`src/rtl/mem_stage_pkg.sv`:
```
// Shared encodings for the memory stage: access sizes, exception codes, FSM states
// and the alignment rule that the optional misaligned-access trap uses.
package mem_stage_pkg;

  localparam logic [1:0] MEM_SIZE_B = 2'd0;
  localparam logic [1:0] MEM_SIZE_H = 2'd1;
  localparam logic [1:0] MEM_SIZE_W = 2'd2;

  localparam logic [3:0] EXC_LD_MISALIGN = 4'd4;
  localparam logic [3:0] EXC_LD_FAULT    = 4'd5;
  localparam logic [3:0] EXC_ST_MISALIGN = 4'd6;
  localparam logic [3:0] EXC_ST_FAULT    = 4'd7;

  typedef enum logic [1:0] {
    IDLE = 2'd0,
    REQ  = 2'd1,
    RSP  = 2'd2,
    DONE = 2'd3
  } state_e;

  // Size 3 is handled as a word access everywhere.
  function automatic logic is_misaligned(input logic [1:0] size, input logic [1:0] off);
    case (size)
      MEM_SIZE_B: is_misaligned = 1'b0;
      MEM_SIZE_H: is_misaligned = off[0];
      default:    is_misaligned = (off != 2'b00);
    endcase
  endfunction

endpackage

```
`src/rtl/lsu_lane_align.sv`:
```
// Byte-lane steering for the data bus: store byte enables and replicated write data,
// and extraction plus sign/zero extension of load data from the returned word.
module lsu_lane_align
  import mem_stage_pkg::*;
#(
  parameter int XLEN = 32
) (
  input  logic [1:0]      size,
  input  logic [1:0]      off,
  input  logic [XLEN-1:0] st_data,
  input  logic [XLEN-1:0] ld_word,
  input  logic            ld_unsigned,
  output logic [3:0]      be,
  output logic [XLEN-1:0] wdata,
  output logic [XLEN-1:0] ld_val
);

  logic [7:0]  ld_b;
  logic [15:0] ld_h;

  // NOTE: every output gets a default before the case so no path leaves a latch.
  always_comb begin
    ld_b   = ld_word[{off, 3'b000} +: 8];
    ld_h   = off[1] ? ld_word[31:16] : ld_word[15:0];
    be     = 4'hF;
    wdata  = st_data;
    ld_val = ld_word;
    case (size)
      MEM_SIZE_B: begin
        be     = 4'b0001 << off;
        wdata  = XLEN'({4{st_data[7:0]}});
        ld_val = {{(XLEN-8){~ld_unsigned & ld_b[7]}}, ld_b};
      end
      MEM_SIZE_H: begin
        be     = off[1] ? 4'b1100 : 4'b0011;
        wdata  = XLEN'({2{st_data[15:0]}});
        ld_val = {{(XLEN-16){~ld_unsigned & ld_h[15]}}, ld_h};
      end
      default: ;
    endcase
  end

endmodule

```
`src/rtl/mem_stage.sv`:
```
// Memory stage: issues loads/stores on a req/gnt/rvalid bus and produces the writeback.
// Optional MEM_MISALIGN_TRAP_EN traps misaligned half/word accesses without a bus request.
module mem_stage
  import mem_stage_pkg::*;
#(
  parameter int XLEN        = 32,
  parameter int REG_ADDR_W  = 5,
  parameter int TIMEOUT_CYC = 255
) (
  input  logic                  clk_i,
  input  logic                  rst_n_i,
  input  logic                  valid_i,
  output logic                  ready_o,
  input  logic [XLEN-1:0]       alu_val_i,
  input  logic [XLEN-1:0]       rs2_val_i,
  input  logic [REG_ADDR_W-1:0] rd_addr_i,
  input  logic                  rd_we_i,
  input  logic                  mem_re_i,
  input  logic                  mem_we_i,
  input  logic [1:0]            mem_size_i,
  input  logic                  mem_unsigned_i,
  output logic                  dmem_req_o,
  input  logic                  dmem_gnt_i,
  output logic                  dmem_we_o,
  output logic [XLEN-1:0]       dmem_addr_o,
  output logic [3:0]            dmem_be_o,
  output logic [XLEN-1:0]       dmem_wdata_o,
  input  logic                  dmem_rvalid_i,
  input  logic [XLEN-1:0]       dmem_rdata_i,
  input  logic                  dmem_err_i,
  output logic                  wb_valid_o,
  output logic [REG_ADDR_W-1:0] wb_rd_addr_o,
  output logic                  wb_rd_we_o,
  output logic [XLEN-1:0]       wb_val_o,
  output logic                  exc_valid_o,
  output logic [3:0]            exc_code_o,
  output logic [XLEN-1:0]       exc_addr_o
);

  localparam int CNT_W = $clog2(TIMEOUT_CYC + 1);

  state_e                state, state_next;
  logic [CNT_W-1:0]      cnt;
  logic [XLEN-1:0]       addr_q, st_data_q, result_q;
  logic [REG_ADDR_W-1:0] rd_addr_q;
  logic [1:0]            size_q;
  logic                  rd_we_q, store_q, unsigned_q, exc_q;
  logic [3:0]            exc_code_q;

  logic            accept, mem_op, misalign, last_cycle, in_req, in_done;
  logic [3:0]      lane_be;
  logic [XLEN-1:0] lane_wdata, lane_ld_val;

  assign accept     = valid_i & ready_o;
  assign mem_op     = mem_re_i | mem_we_i;
  assign last_cycle = (cnt == CNT_W'(TIMEOUT_CYC - 1));

`ifdef MEM_MISALIGN_TRAP_EN
  assign misalign = is_misaligned(mem_size_i, alu_val_i[1:0]);
`else
  assign misalign = 1'b0;
`endif

  lsu_lane_align #(.XLEN(XLEN)) u_lane (
    .size        (size_q),
    .off         (addr_q[1:0]),
    .st_data     (st_data_q),
    .ld_word     (dmem_rdata_i),
    .ld_unsigned (unsigned_q),
    .be          (lane_be),
    .wdata       (lane_wdata),
    .ld_val      (lane_ld_val)
  );

  // NOTE: sequential state uses non-blocking assignments so every register samples pre-edge values.
  always_ff @(posedge clk_i or negedge rst_n_i) begin
    if (!rst_n_i) state <= IDLE;
    else          state <= state_next;
  end

  // A completion seen on the last allowed cycle wins over the timeout.
  always_comb begin
    state_next = state;
    case (state)
      IDLE: if (accept) state_next = (mem_op && !misalign) ? REQ : DONE;
      REQ: begin
        if (dmem_gnt_i)      state_next = store_q ? DONE : RSP;
        else if (last_cycle) state_next = DONE;
      end
      RSP:  if (dmem_rvalid_i || last_cycle) state_next = DONE;
      default: state_next = IDLE;
    endcase
  end

  always_ff @(posedge clk_i or negedge rst_n_i) begin
    if (!rst_n_i) begin
      cnt        <= '0;
      addr_q     <= '0;
      st_data_q  <= '0;
      result_q   <= '0;
      rd_addr_q  <= '0;
      size_q     <= MEM_SIZE_B;
      rd_we_q    <= 1'b0;
      store_q    <= 1'b0;
      unsigned_q <= 1'b0;
      exc_q      <= 1'b0;
      exc_code_q <= 4'd0;
    end else begin
      case (state)
        IDLE: if (accept) begin
          cnt        <= '0;
          addr_q     <= alu_val_i;
          st_data_q  <= rs2_val_i;
          result_q   <= alu_val_i;
          rd_addr_q  <= rd_addr_i;
          size_q     <= mem_size_i;
          rd_we_q    <= rd_we_i;
          store_q    <= mem_we_i;
          unsigned_q <= mem_unsigned_i;
          exc_q      <= mem_op & misalign;
          exc_code_q <= (mem_op & misalign) ? (mem_we_i ? EXC_ST_MISALIGN : EXC_LD_MISALIGN) : 4'd0;
        end
        REQ: begin
          cnt <= cnt + CNT_W'(1);
          if ((dmem_gnt_i && store_q && dmem_err_i) || (!dmem_gnt_i && last_cycle)) begin
            exc_q      <= 1'b1;
            exc_code_q <= store_q ? EXC_ST_FAULT : EXC_LD_FAULT;
          end
        end
        RSP: begin
          cnt <= cnt + CNT_W'(1);
          if (dmem_rvalid_i) result_q <= lane_ld_val;
          if ((dmem_rvalid_i && dmem_err_i) || (!dmem_rvalid_i && last_cycle)) begin
            exc_q      <= 1'b1;
            exc_code_q <= EXC_LD_FAULT;
          end
        end
        default: ;
      endcase
    end
  end

  assign in_req  = (state == REQ);
  assign in_done = (state == DONE);

  assign ready_o      = (state == IDLE);
  assign dmem_req_o   = in_req;
  assign dmem_we_o    = in_req & store_q;
  assign dmem_addr_o  = in_req ? {addr_q[XLEN-1:2], 2'b00} : '0;
  assign dmem_be_o    = in_req ? lane_be : 4'h0;
  assign dmem_wdata_o = (in_req && store_q) ? lane_wdata : '0;

  assign wb_valid_o   = in_done;
  assign wb_rd_addr_o = in_done ? rd_addr_q : '0;
  assign wb_rd_we_o   = in_done & rd_we_q & (rd_addr_q != '0) & ~store_q & ~exc_q;
  assign wb_val_o     = in_done ? result_q : '0;
  assign exc_valid_o  = in_done & exc_q;
  assign exc_code_o   = (in_done && exc_q) ? exc_code_q : 4'd0;
  assign exc_addr_o   = (in_done && exc_q) ? addr_q : '0;

endmodule

```
`config.mk`:
```
export PLATFORM = sky130hd
export DESIGN_NAME = mem_stage
export DESIGN_NICKNAME = d
export VERILOG_FILES = /design/src/rtl/mem_stage_pkg.sv /design/src/rtl/lsu_lane_align.sv /design/src/rtl/mem_stage.sv
export SDC_FILE = /design/constraint.sdc
export NUM_CORES = 1
export LEC_CHECK = 0
export ABC_CLOCK_PERIOD_IN_PS = 3600
export CORE_ASPECT_RATIO = 0.5
export CORE_MARGIN = 5
export CORE_UTILIZATION = 49
export CTS_CLUSTER_SIZE = 40
export DETAILED_ROUTE_END_ITERATION = 12
export PLACE_DENSITY = 0.83
export SLEW_MARGIN = 5
export SYNTH_ARGS = -nofsm -noshare
export SYNTH_HDL_FRONTEND = slang
export SYNTH_SLANG_ARGS = --single-unit
```
`constraint.sdc`:
```
create_clock -name clk_i -period 3.6 [get_ports clk_i]
set_clock_uncertainty 0.1 [all_clocks]
set_input_delay 0.72 -clock clk_i [delete_from_list [all_inputs] [get_ports clk_i]]
set_output_delay 0.72 -clock clk_i [all_outputs]
set_load 0.005 [all_outputs]
```
* Yosys cells after proc, flatten, opt, wreduce, memory -nomap -nowiden
Cells that the tools add are included.
Cells by class: shift operators 2, add/sub/neg operators 1, equal/unequal tests 11, muxes and demuxes 33, reduce and logical (&&, ||, !) cells 24, bitwise logic cells 13
Operator list (count):
- $mux W32 | 6
- $pmux W32 S2 | 3
- $shiftx A32 B6 Y8 | 1
- $mux W4 | 6
- $mux W16 | 1
- $pmux W8 S2 | 1
- $mux W2 | 6
- $pmux W4 S3 | 1
- $and A1 B1 Y1 | 9
- $add A8 B1 Y8 const B | 1
- $eq A8 B8 Y1 const B | 1
- $mux W8 | 1
- $pmux W4 S2 | 1
- $logic_and A1 B1 Y1 | 7
- $ne A2 B2 Y1 const B | 3
- $pmux W2 S3 | 1
- $reduce_and A3 Y1 | 2
- $mux W5 | 1
- $reduce_bool A5 Y1 | 1
- $eq A2 B1 Y1 const B | 2
- $eq A2 B2 Y1 const B | 2
- $logic_not A2 Y1 | 2
- $mux W1 | 4
- $ne A2 B1 Y1 const B | 2
- other kinds (12) | 19
Storage, ports and cells: output and inout port bits 147, register bits 121, input port bits 113

* Longest topological paths before layout
depth in word-level cells 5, gate-level depth with buffers 8, gate-level depth less buffers 6

* Cells and area by module
From an unflattened synthesis, not the netlist that was laid out.
Second synthesis, totals: cells, all modules 720, area total of the unflattened synthesis 7399.6 um^2
Modules (own cells, without submodules):
- mem_stage | instances 1, cells an instance 549, sequential area each 2952.8 um^2, area each 6108.4 um^2
- lsu_lane_align | instances 1, cells an instance 171, sequential area each 0.0 um^2, area each 1291.2 um^2

* Worst setup path before layout
Ideal clock, no wire load.
path type flip-flop to output port, start point register state[1], end point output port dmem_wdata_o[13], stages on the path, launching flop included 7, required time 2780 ps, slack 1346 ps, data arrival time 1434 ps, path through dfrtp_1 > inv_1 > ha_1 > clkbuf_1 > nand2_1 > clkbuf_1 > a21oi_1
Between the ends: longest elaborated chain between the ends 3
Ends and longest elaborated chain:
- start, declared | RTL line mem_stage.sv:42 | state_e state, state_next;
- start signal, assigned | RTL line mem_stage.sv:78 | else state <= state_next;
- $eq A2 B1 Y1 | RTL line mem_stage.sv:143 | assign in_req = (state == REQ);
- via dmem_req_o | RTL line mem_stage.sv:22 | output logic dmem_req_o,
- $logic_and A1 B1 Y1 | RTL line mem_stage.sv:151 | assign dmem_wdata_o = (in_req && store_q) ? lane_wdata : '0;
- $mux W32 | RTL line mem_stage.sv:151
- end, declared | RTL line mem_stage.sv:27 | output logic [XLEN-1:0] dmem_wdata_o,
The timed path passes the listed nets, and every way through them passes these cells.

* Worst setup path in the final report
start point register size_q[0], end point output port dmem_wdata_o[11]
Between the ends: longest elaborated chain between the ends 3
Ends and longest elaborated chain:
- start, declared | RTL line mem_stage.sv:46 | logic [1:0] size_q;
- start signal, assigned | RTL line mem_stage.sv:116 | size_q <= mem_size_i;
- $eq A2 B1 Y1 or $logic_not A2 Y1 (tied branches) | RTL line lsu_lane_align.sv:28 | case (size)
- $pmux W32 S2 (*) | RTL line lsu_lane_align.sv:28
- $mux W32 (*) | RTL line mem_stage.sv:151
Every way passes the cells marked *; elsewhere a longest branch is shown, timed or not.

==> results.tsv <==
stage	metric	value	unit
worst_setup_path	critical_path.max_fanout	14	
pwr	cellInternalPower	0.00556	W
synthesis	ys.warnings.count	0	
route	via_count	6393	
synthesis	synth_top_cell_area_share	0.424	
cts	cts.hold.buffers_added	0	
cts	cts_sinks	118	
synthesis	synth-compound-area-share	0.103	
synthesis	synth_enable_flop_cells	0	
route	post_drt_wl_per_cell	19.7	µm
synthesis	most_instantiated_flip_flop_cell_in_the_synthesis_netlist	sky130_fd_sc_hd__dfrtp_1	
timing	tightestPinTransition	1.04	ns
timing	setup-tns-final	0	ns
timing	period_utilisation_layout	0.944	
worst_setup_path	critical_path_class	flop to primary output	
cts	clock_path_buffers	2	
global_routing	pin_count_of_the_biggest_net_entering_global_routing	51	
global_routing	grt_pass1_vias	6537	
pwr	swShare	0.381	
global_routing	global_route.usage.total	0.267	
route	final_antenna_net_count	0	
pwr	p_sw	0.00342	W
finish	finish.utilization	0.750	
synthesis	distinct_cells_synth	43	
global_routing	first_pass_grt_wire_length	35300	µm
worst_setup_path	worst_setup_path_start_kind	flop	
placed_design	routabilityCongestion	0.943	
worst_setup_path	critical_path.endpoint_type	primary output	
global_routing	globalRoute.totalOverflow	0	
cts	ctsResizeCount	0	
worst_setup_path	critical_path_arrival	2.58	ns
die	design.die.area	16800	µm²
job	cap_viol_max_count	0	
synthesis	synth_sequential_area_ratio	0.424	
finish	nets	1077	
die	placement_rows	30	
pwr	leakage	4.39	nW
worst_setup_path	cp.required	2.78	ns
timing	setup_repair_after_global_routing_missed_its_margin	no	
placed_design	hpwl_detailed	16900	µm
cts	clk_pin_slew_worst_paths	0.06	ns
route	detail_route.vias_per_cell	5.50	
cts	post_cts.repair.setup_buffers	0	
synthesis	async_flop_share	1.00	
synthesis	synthesis.area	6960	µm²
cts	htree_levels	4	
finish	layoutNonFillerInstCount	1162	
die	io-pin-count	260	
synthesis	synth_cells	727	
synthesis	main_area_contributors_after_synthesis	sky130_fd_sc_hd__dfrtp_1 42%, sky130_fd_sc_hd__mux2_2 14%, sky130_fd_sc_hd__and2_1 6.4%, sky130_fd_sc_hd__nor2_1 4.3%, sky130_fd_sc_hd__and3_1 3.9%	
cts	tritoncts	done	
die	coreArea	13700	µm²
synthesis	main_combinational_cell_family_by_area_after_synthesis	simple AND/OR/NAND/NOR gates	
route	detail_route.iter0.violations	507	
cts	cts_buffers	17	
finish	antennaDiodeCount	0	
placed_design	io_buffers	256	
synthesis	synth_xor_xnor_area_share	0.00377	
pwr	sequentialPowerShare	0.290	
timing	final-hold-violation-count	0	
pwr	pd_cells	872	nW/µm²
timing	fin_hold_ws	0.236	ns
synthesis	synth_fa_ha_area_frac	0.0126	
pwr	comb_power_frac	0.508	
synthesis	yosys.area_share.simple	0.233	
placed_design	dp.cells	1130	
synthesis	synth-seq-cells	118	
pwr	irDropWorstVdd	0.000495	V
route	wirelength	22900	µm
finish	mostFrequentLayoutCell	sky130_fd_sc_hd__clkdlybuf4s50_1	
timing	slew_viol_final	0	
timing	achievable-frequency	0.294	GHz
die	die_h	94.3	µm
min_path	hp-class	input port to asynchronous set/reset pin	
synthesis	synth_area_per_cell	9.58	µm²
die	initial_core_utilization	0.507	
outcome	run_status	finished, final reports clean	
timing	total_of_endpoints_with_negative_setup_slack_in_the_final_report	0	
route	drt-pass1-iter-count	5	
cts	clk_latency	0.41	ns
timing	timing.final.crit_period	3.40	ns
pwr	power.clock.fraction	0.202	
finish	area.growth.synth_to_final	48.0	%
synthesis	synth.largest_area_cell	sky130_fd_sc_hd__dfrtp_1	
finish	layout-drive-gt1-share	0.168	
finish	layout_common_cells	255 x sky130_fd_sc_hd__clkdlybuf4s50_1, 117 x sky130_fd_sc_hd__dfrtp_1, 87 x sky130_fd_sc_hd__mux2_2	
global_routing	grt_antenna_before_repair	1	
cts	cts_root_buffer	sky130_fd_sc_hd__clkbuf_16	
route	drc	0	
die	die-width	179	µm
timing	relSlewSlack	0.309	
synthesis	muxShareOfSynthArea	0.178	
[cells by family (layout without fill, tap and decap cells)]
family                     count (synthesis)  after routing
AOI/OAI and AO/OA                         98             98
and+or+nand+nor                          316            316
DFF                                      118            118
other                                      1              3
muxes                                    112            112
xor gates and xnor gates                   3              3
adders and majority gates                  7              7
buffers and inverters                     72            313
[worst max-delay path, cell delays in order (launching register included)]
cell and delay [ns]:
sky130_fd_sc_hd__dfrtp_1 0.62, sky130_fd_sc_hd__nor2_1 0.54, sky130_fd_sc_hd__buf_4 0.24, sky130_fd_sc_hd__nand2_1 0.07
sky130_fd_sc_hd__a21oi_1 0.16, sky130_fd_sc_hd__clkdlybuf4s50_1 0.54
[power groups by stage]
| stage | Combinational [W] | Sequential [W] | Clock, W |
|---|---|---|---|
| 3_5_place_dp | 0.00454 | 0.00260 | 0 |
| 2_1_floorplan | 0.00288 | 0.00228 | 0 |
| 5_1_grt | 0.00497 | 0.00269 | 0.00190 |
| 4_1_cts | 0.00458 | 0.00258 | 0.00184 |
| 3_3_place_gp | 0.00442 | 0.00255 | 0 |
| 6_report | 0.00457 | 0.00260 | 0.00181 |
[state kept, by name (all words and copies together), names as in the netlist]
| signal | cells |
|---|---|
| addr_q | 32 |
| result_q | 32 |
| st_data_q | 32 |
| cnt | 8 |
| rd_addr_q | 5 |
| exc_code_q | 2 |
| size_q | 2 |
| state | 2 |
| rd_we_q | 1 |
| store_q | 1 |
| unsigned_q | 1 |
[cell usage after synthesis, types with 2 or more instances]
master and count:
sky130_fd_sc_hd__xnor2_1 3, sky130_fd_sc_hd__buf_6 2, sky130_fd_sc_hd__or2_2 9, sky130_fd_sc_hd__a21oi_1 33, sky130_fd_sc_hd__nand3_1 6, sky130_fd_sc_hd__nand2b_1 11
sky130_fd_sc_hd__buf_4 4, sky130_fd_sc_hd__and3_1 43, sky130_fd_sc_hd__o21bai_1 7, sky130_fd_sc_hd__buf_2 5, sky130_fd_sc_hd__o22ai_1 9, sky130_fd_sc_hd__ha_1 7
sky130_fd_sc_hd__a31oi_1 9, sky130_fd_sc_hd__o21ai_0 6, sky130_fd_sc_hd__a22o_1 3, sky130_fd_sc_hd__a21boi_0 2, sky130_fd_sc_hd__dfrtp_1 118, sky130_fd_sc_hd__mux2_2 87
sky130_fd_sc_hd__nor4_1 11, sky130_fd_sc_hd__a221oi_1 6, sky130_fd_sc_hd__inv_1 8, sky130_fd_sc_hd__a221oi_2 10, sky130_fd_sc_hd__nand2_1 59, sky130_fd_sc_hd__nor2_1 79
sky130_fd_sc_hd__and2_1 71, sky130_fd_sc_hd__o31ai_1 7, sky130_fd_sc_hd__o2111ai_1 2, sky130_fd_sc_hd__clkbuf_1 52, sky130_fd_sc_hd__nor2b_1 18, sky130_fd_sc_hd__mux2i_1 24
sky130_fd_sc_hd__nor3_1 4
[layer usage]
| layer | share of wire | routed length (µm) | GRT usage |
|---|---|---|---|
| met5 | 0 | 0 | 0 |
| met4 | 0.027 | 611 | 0.0855 |
| met3 | 0.062 | 1430 | 0.0631 |
| met2 | 0.50 | 11400 | 0.459 |
| met1 | 0.41 | 9460 | 0.336 |
[through the flow]
| step | cell area, µm² | setup slack (ns) | power (W) |
|---|---|---|---|
| floorplan | 6970 | 1.35 | 0.00516 |
| global placement | 9670 | 0.681 | 0.00696 |
| detailed placement | 9670 | 0.629 | 0.00713 |
| CTS | 10300 | 0.159 | 0.00900 |
| global route | 10300 | 0.0504 | 0.00956 |
| finish | 10300 | 0.201 | 0.00898 |
[worst paths after layout]
| check | start | to | slack [ns] | cells past startpoint |
|---|---|---|---|---|
| worst max-delay path | size_q[0] | dmem_wdata_o[11] | 0.20 | 5 |
| worst min-delay path | rst_n_i | cnt[1] | 0.24 | 1 |
| worst max register to register | state[0] | result_q[20] | 0.98 | 7 |
| worst min register to register | result_q[5] | result_q[5] | 0.40 | 2 |
| max in group asynchronous | rst_n_i | size_q[1] | 2.34 | 2 |
| min in group clk_i | result_q[5] | result_q[5] | 0.40 | 2 |
[cell type report]
cell class	instances	area (µm²)
clock buffers	18	439
clock inverters	14	189
fillers	986	3430
inverters	8	30.0
multi-input cells	539	3740
flip-flops and latches	118	2950
well taps	192	240
repair buffers	273	2710
Power figures use the tool's default switching activity.
==> RTL edit 1: new RTL, config.mk and constraints unchanged <==
Set the parameter `REG_ADDR_W` to 7 (it was 5).
--- a/src/rtl/mem_stage.sv
+++ b/src/rtl/mem_stage.sv
@@ -4,7 +4,7 @@
   import mem_stage_pkg::*;
 #(
   parameter int XLEN        = 32,
-  parameter int REG_ADDR_W  = 5,
+  parameter int REG_ADDR_W  = 7,
   parameter int TIMEOUT_CYC = 255
 ) (
   input  logic                  clk_i,
Ports: changed (resized rd_addr_i and wb_rd_addr_o); port bits go from 260 to 264. The function was not compared with the original's and may differ.
==> RTL edit 1 against the original RTL <==
Routed wire length decreased by 0.13%. Cell area increased by 1.1%. Sequential cell count increased by 2. Setup slack improved by 27 ps. Total power about the same. Area after synthesis increased by 1.2%. Die area increased by 1.1%. Count of clock-buffer cells in the layout unchanged. Critical endpoint is now dmem_wdata_o[15]. Largest cell class unchanged. Largest power group unchanged.
==> RTL edit 1: results (changes against the original RTL) <==
metric,value,unit,change
grt_pass1_vias,6553,,was 6537
pwr-share-seq,29.4,%,was 29.0%
yosys-top-cells-count,"dfrtp_1 (120), mux2_2 (89), nor2_1 (78)",,"was dfrtp_1 (118), mux2_2 (87), nor2_1 (79)"
insertion_delay,410,ps,about the same
synth-seq-area-share,42.6,%,was 42.4%
synth.area.top_cells,"dfrtp_1 (43%), mux2_2 (14%), and2_1 (6.5%)",,"was dfrtp_1 (42%), mux2_2 (14%), and2_1 (6.4%)"
grt_pass1_wl,36100,um,was 35300 um
muxShareOfSynthArea,17.9,%,was 17.8%
globalRouteTotalUtil,26.4,%,was 26.7%
hpwl,16600,um,was 16900 um
cp_slowest_cell,nor2_1,,was dfrtp_1
ir_drop,0.602,mV,was 0.495 mV
synth-xor-area-share,0.373,%,was 0.377%
dr_wl_met2,11600,um,was 11400 um
reg2reg_setup_slack,950,ps,was 980 ps
drt_wl_total,22900,um,about the same
finalNetCount,1088,,was 1077
timing.rr.start,state[0],,unchanged
first_pass_iters,5,,unchanged
cellPowerDensity,862,nW/um^2,was 872 nW/um^2
wl_per_cell,19.4,um,was 19.7 um
p_comb_share,51.3,%,was 50.8%
status,finished clean,,unchanged
grt_antenna_before_repair,0,,was 1
wl_met3,1250,um,was 1430 um
r2r_end,result_q[19],,was result_q[20]
drtIter0Drc,454,,was 507
io_buffers,260,,was 256
leakage,0.00443,uW,was 0.00439 uW
grt_use_met2,46.7,%,was 45.9%
cpPeakStageDelay,680,ps,was 620 ps
path_max_fanout,17,,was 14
cp-endpoint,dmem_wdata_o[15],,was dmem_wdata_o[11]
met3_usage,5.50,%,was 6.31%
worstPathArrival,2550,ps,was 2580 ps
hold_ws,254,ps,was 236 ps
setup_slack,228,ps,was 201 ps
hold_path.class,in -> async,,unchanged
synth_adder_area_share,1.24,%,was 1.26%
drt-met1-wl,9610,um,was 9460 um
layout-drive-gt1-share,16.6,%,was 16.8%
viasPerCell,5.55,,was 5.50
n_fill_cell,1049,,was 986
cts_resized,0,,unchanged
synth_compound_area_share,10.2,%,was 10.3%
gp_congestion,0.905,,was 0.943
crit_family,simple AND/OR/NAND/NOR gates,,was buffers and inverters
preCtsSetupSlack,676,ps,was 629 ps
place_area,9800,sq um,was 9670 sq um
slew_headroom,27.9,%,was 30.9%
met1_usage,33.4,%,was 33.6%
sw_frac_of_total,38.2,%,was 38.1%
-- RTL edit 1: cell types whose count changed after synthesis --
cell      before  now
and2_1        71   73
buf_1          1    4
buf_2          5    4
clkbuf_1      52   50
dfrtp_1      118  120
mux2_2        87   89
nor2_1        79   78
nor4_1        11   12
-- RTL edit 1: layout make-up --
| class | count | area, sq um | share of cell area [%] |
|---|---|---|---|
| clock inverter | 14 | 160 | 1.54 |
| timing repair buffer | 276 | 2760 | 26.5 |
| sequential | 120 | 3000 | 28.8 |
| multi-input combinational | 543 | 3770 | 36.2 |
| clock buffer | 18 | 439 | 4.22 |
| tap | 198 | 248 | 2.38 |
| inverter | 8 | 30.0 | 0.288 |
-- RTL edit 1: cell families after synthesis --
| group | Yosys count |
|---|---|
| flops | 120 |
| simple gates | 318 |
| buf+inv | 72 |
| xor+xnor | 3 |
| mux | 114 |
| compound gates | 98 |
| other cells | 1 |
| fa+ha+maj | 7 |
==> RTL edit 2: new RTL, same flow settings <==
Made on the original files. Re-encode `state_e` (4 states) as Gray code, 2 bits wide.
--- a/src/rtl/mem_stage_pkg.sv
+++ b/src/rtl/mem_stage_pkg.sv
@@ -12,10 +12,10 @@
   localparam logic [3:0] EXC_ST_FAULT    = 4'd7;
 
   typedef enum logic [1:0] {
-    IDLE = 2'd0,
-    REQ  = 2'd1,
-    RSP  = 2'd2,
-    DONE = 2'd3
+    IDLE = 2'b00,
+    REQ  = 2'b01,
+    RSP  = 2'b11,
+    DONE = 2'b10
   } state_e;
 
   // Size 3 is handled as a word access everywhere.
Behaviour: no difference found for any inputs over 4 cycles, from zero or initial values and one cycle with rst_n_i low; so few cycles prove little.
==> RTL edit 2 against the original RTL <==
Setup slack got worse by 35 ps. Sequential share of layout area increased by 0.89 points. Final cell count increased by 9.8%. Area after synthesis decreased by 2.8%. Core utilization decreased by 1.2 points. Routed wire length increased by 1.9%. Combinational power decreased by 19%. Cell area decreased by 3.0%. Sequential cell count unchanged. Critical path depth decreased by 1. Fmax decreased by 1.0%. Total power decreased by 10%.
==> RTL edit 2: results (changes against the original RTL) <==
metric,value,unit,change
status,finished clean,,unchanged
synth_adder_area_share,0.370,%,was 1.26%
comb_power,3710,uW,was 4570 uW
r2r_end,result_q[7],,was result_q[20]
path_max_fanout,25,,was 14
n_fill_cell,1046,,was 986
ir_drop,0.446,mV,was 0.495 mV
worstMarginPinSlew,1070,ps,was 1040 ps
muxShareOfSynthArea,3.53,%,was 17.8%
ff2ff_path_depth,4,,was 7
layout-drive-gt1-share,6.27,%,was 16.8%
worstPathArrival,2610,ps,was 2580 ps
hpwl,16100,um,was 16900 um
drtIter0Drc,578,,was 507
gp_congestion,0.924,,was 0.943
syn_area_per_cell,7.95,sq um,was 9.58 sq um
grt_pass1_wl,36900,um,was 35300 um
synth_compound_area_share,13.0,%,was 10.3%
grt_pass1_vias,7049,,was 6537
yosysUniqueCellTypes,54,,was 43
leakage,0.00447,uW,was 0.00439 uW
reg2reg_setup_slack,1110,ps,was 980 ps
p_sw,3140,uW,was 3420 uW
pwr-share-seq,31.3,%,was 29.0%
timing.rr.start,state[1],,was state[0]
grt_max_degree,66,,was 51
finalNetCount,1186,,was 1077
place_area,9360,sq um,was 9670 sq um
grt_overflow_total,0,,unchanged
h-tree-depth,4,,unchanged
p_int,4910,uW,was 5560 uW
cp-endpoint,dmem_wdata_o[29],,was dmem_wdata_o[11]
synth-seq-area-share,43.6,%,was 42.4%
crit_path_start_kind,flop,,unchanged
synth.area.top_cells,"dfrtp_1 (44%), nand2_1 (15%), and2_1 (6.5%)",,"was dfrtp_1 (42%), mux2_2 (14%), and2_1 (6.4%)"
wl_per_cell,18.3,um,was 19.7 um
drt_wl_total,23300,um,was 22900 um
synthDominantCellAreaShare,43.6,%,was 42.4%
viasPerCell,5.56,,was 5.50
synth-xor-area-share,0.776,%,was 0.377%
grt_antenna_before_repair,0,,was 1
globalRouteTotalUtil,27.9,%,was 26.7%
[RTL edit 2: per-layer routing]
layer	global-route usage, %	share of wire (%)
met1	34.3	40
met3	6.34	6.5
met4	10.4	2.6
met2	48.6	51
met5	0	0
[RTL edit 2: through the flow]
stage,setup WS (ps),utilization (%),hold slack (ps)
2_1_floorplan,1440,-,324
3_3_place_gp,726,69.1,357
3_5_place_dp,679,69.1,363
4_1_cts,190,73.8,356
5_1_grt,6.95,73.8,390
6_report,167,73.8,322
[RTL edit 2: critical path, stage by stage, from the launching register on]
cell and delay (ps):
dfrtp_1 550, nor2b_4 180, nand2_1 530, nor2_1 380, clkdlybuf4s50_1 550
[RTL edit 2: final cells by class]
cell class | count | share of cell area (%)
Clock buffer | 20 | 4.57
Clock inverter | 12 | 1.76
Inverter | 5 | 0.188
Multi-Input combinational cell | 661 | 34.8
Sequential cell | 118 | 29.6
Tap cell | 192 | 2.40
Timing Repair Buffer | 268 | 26.8
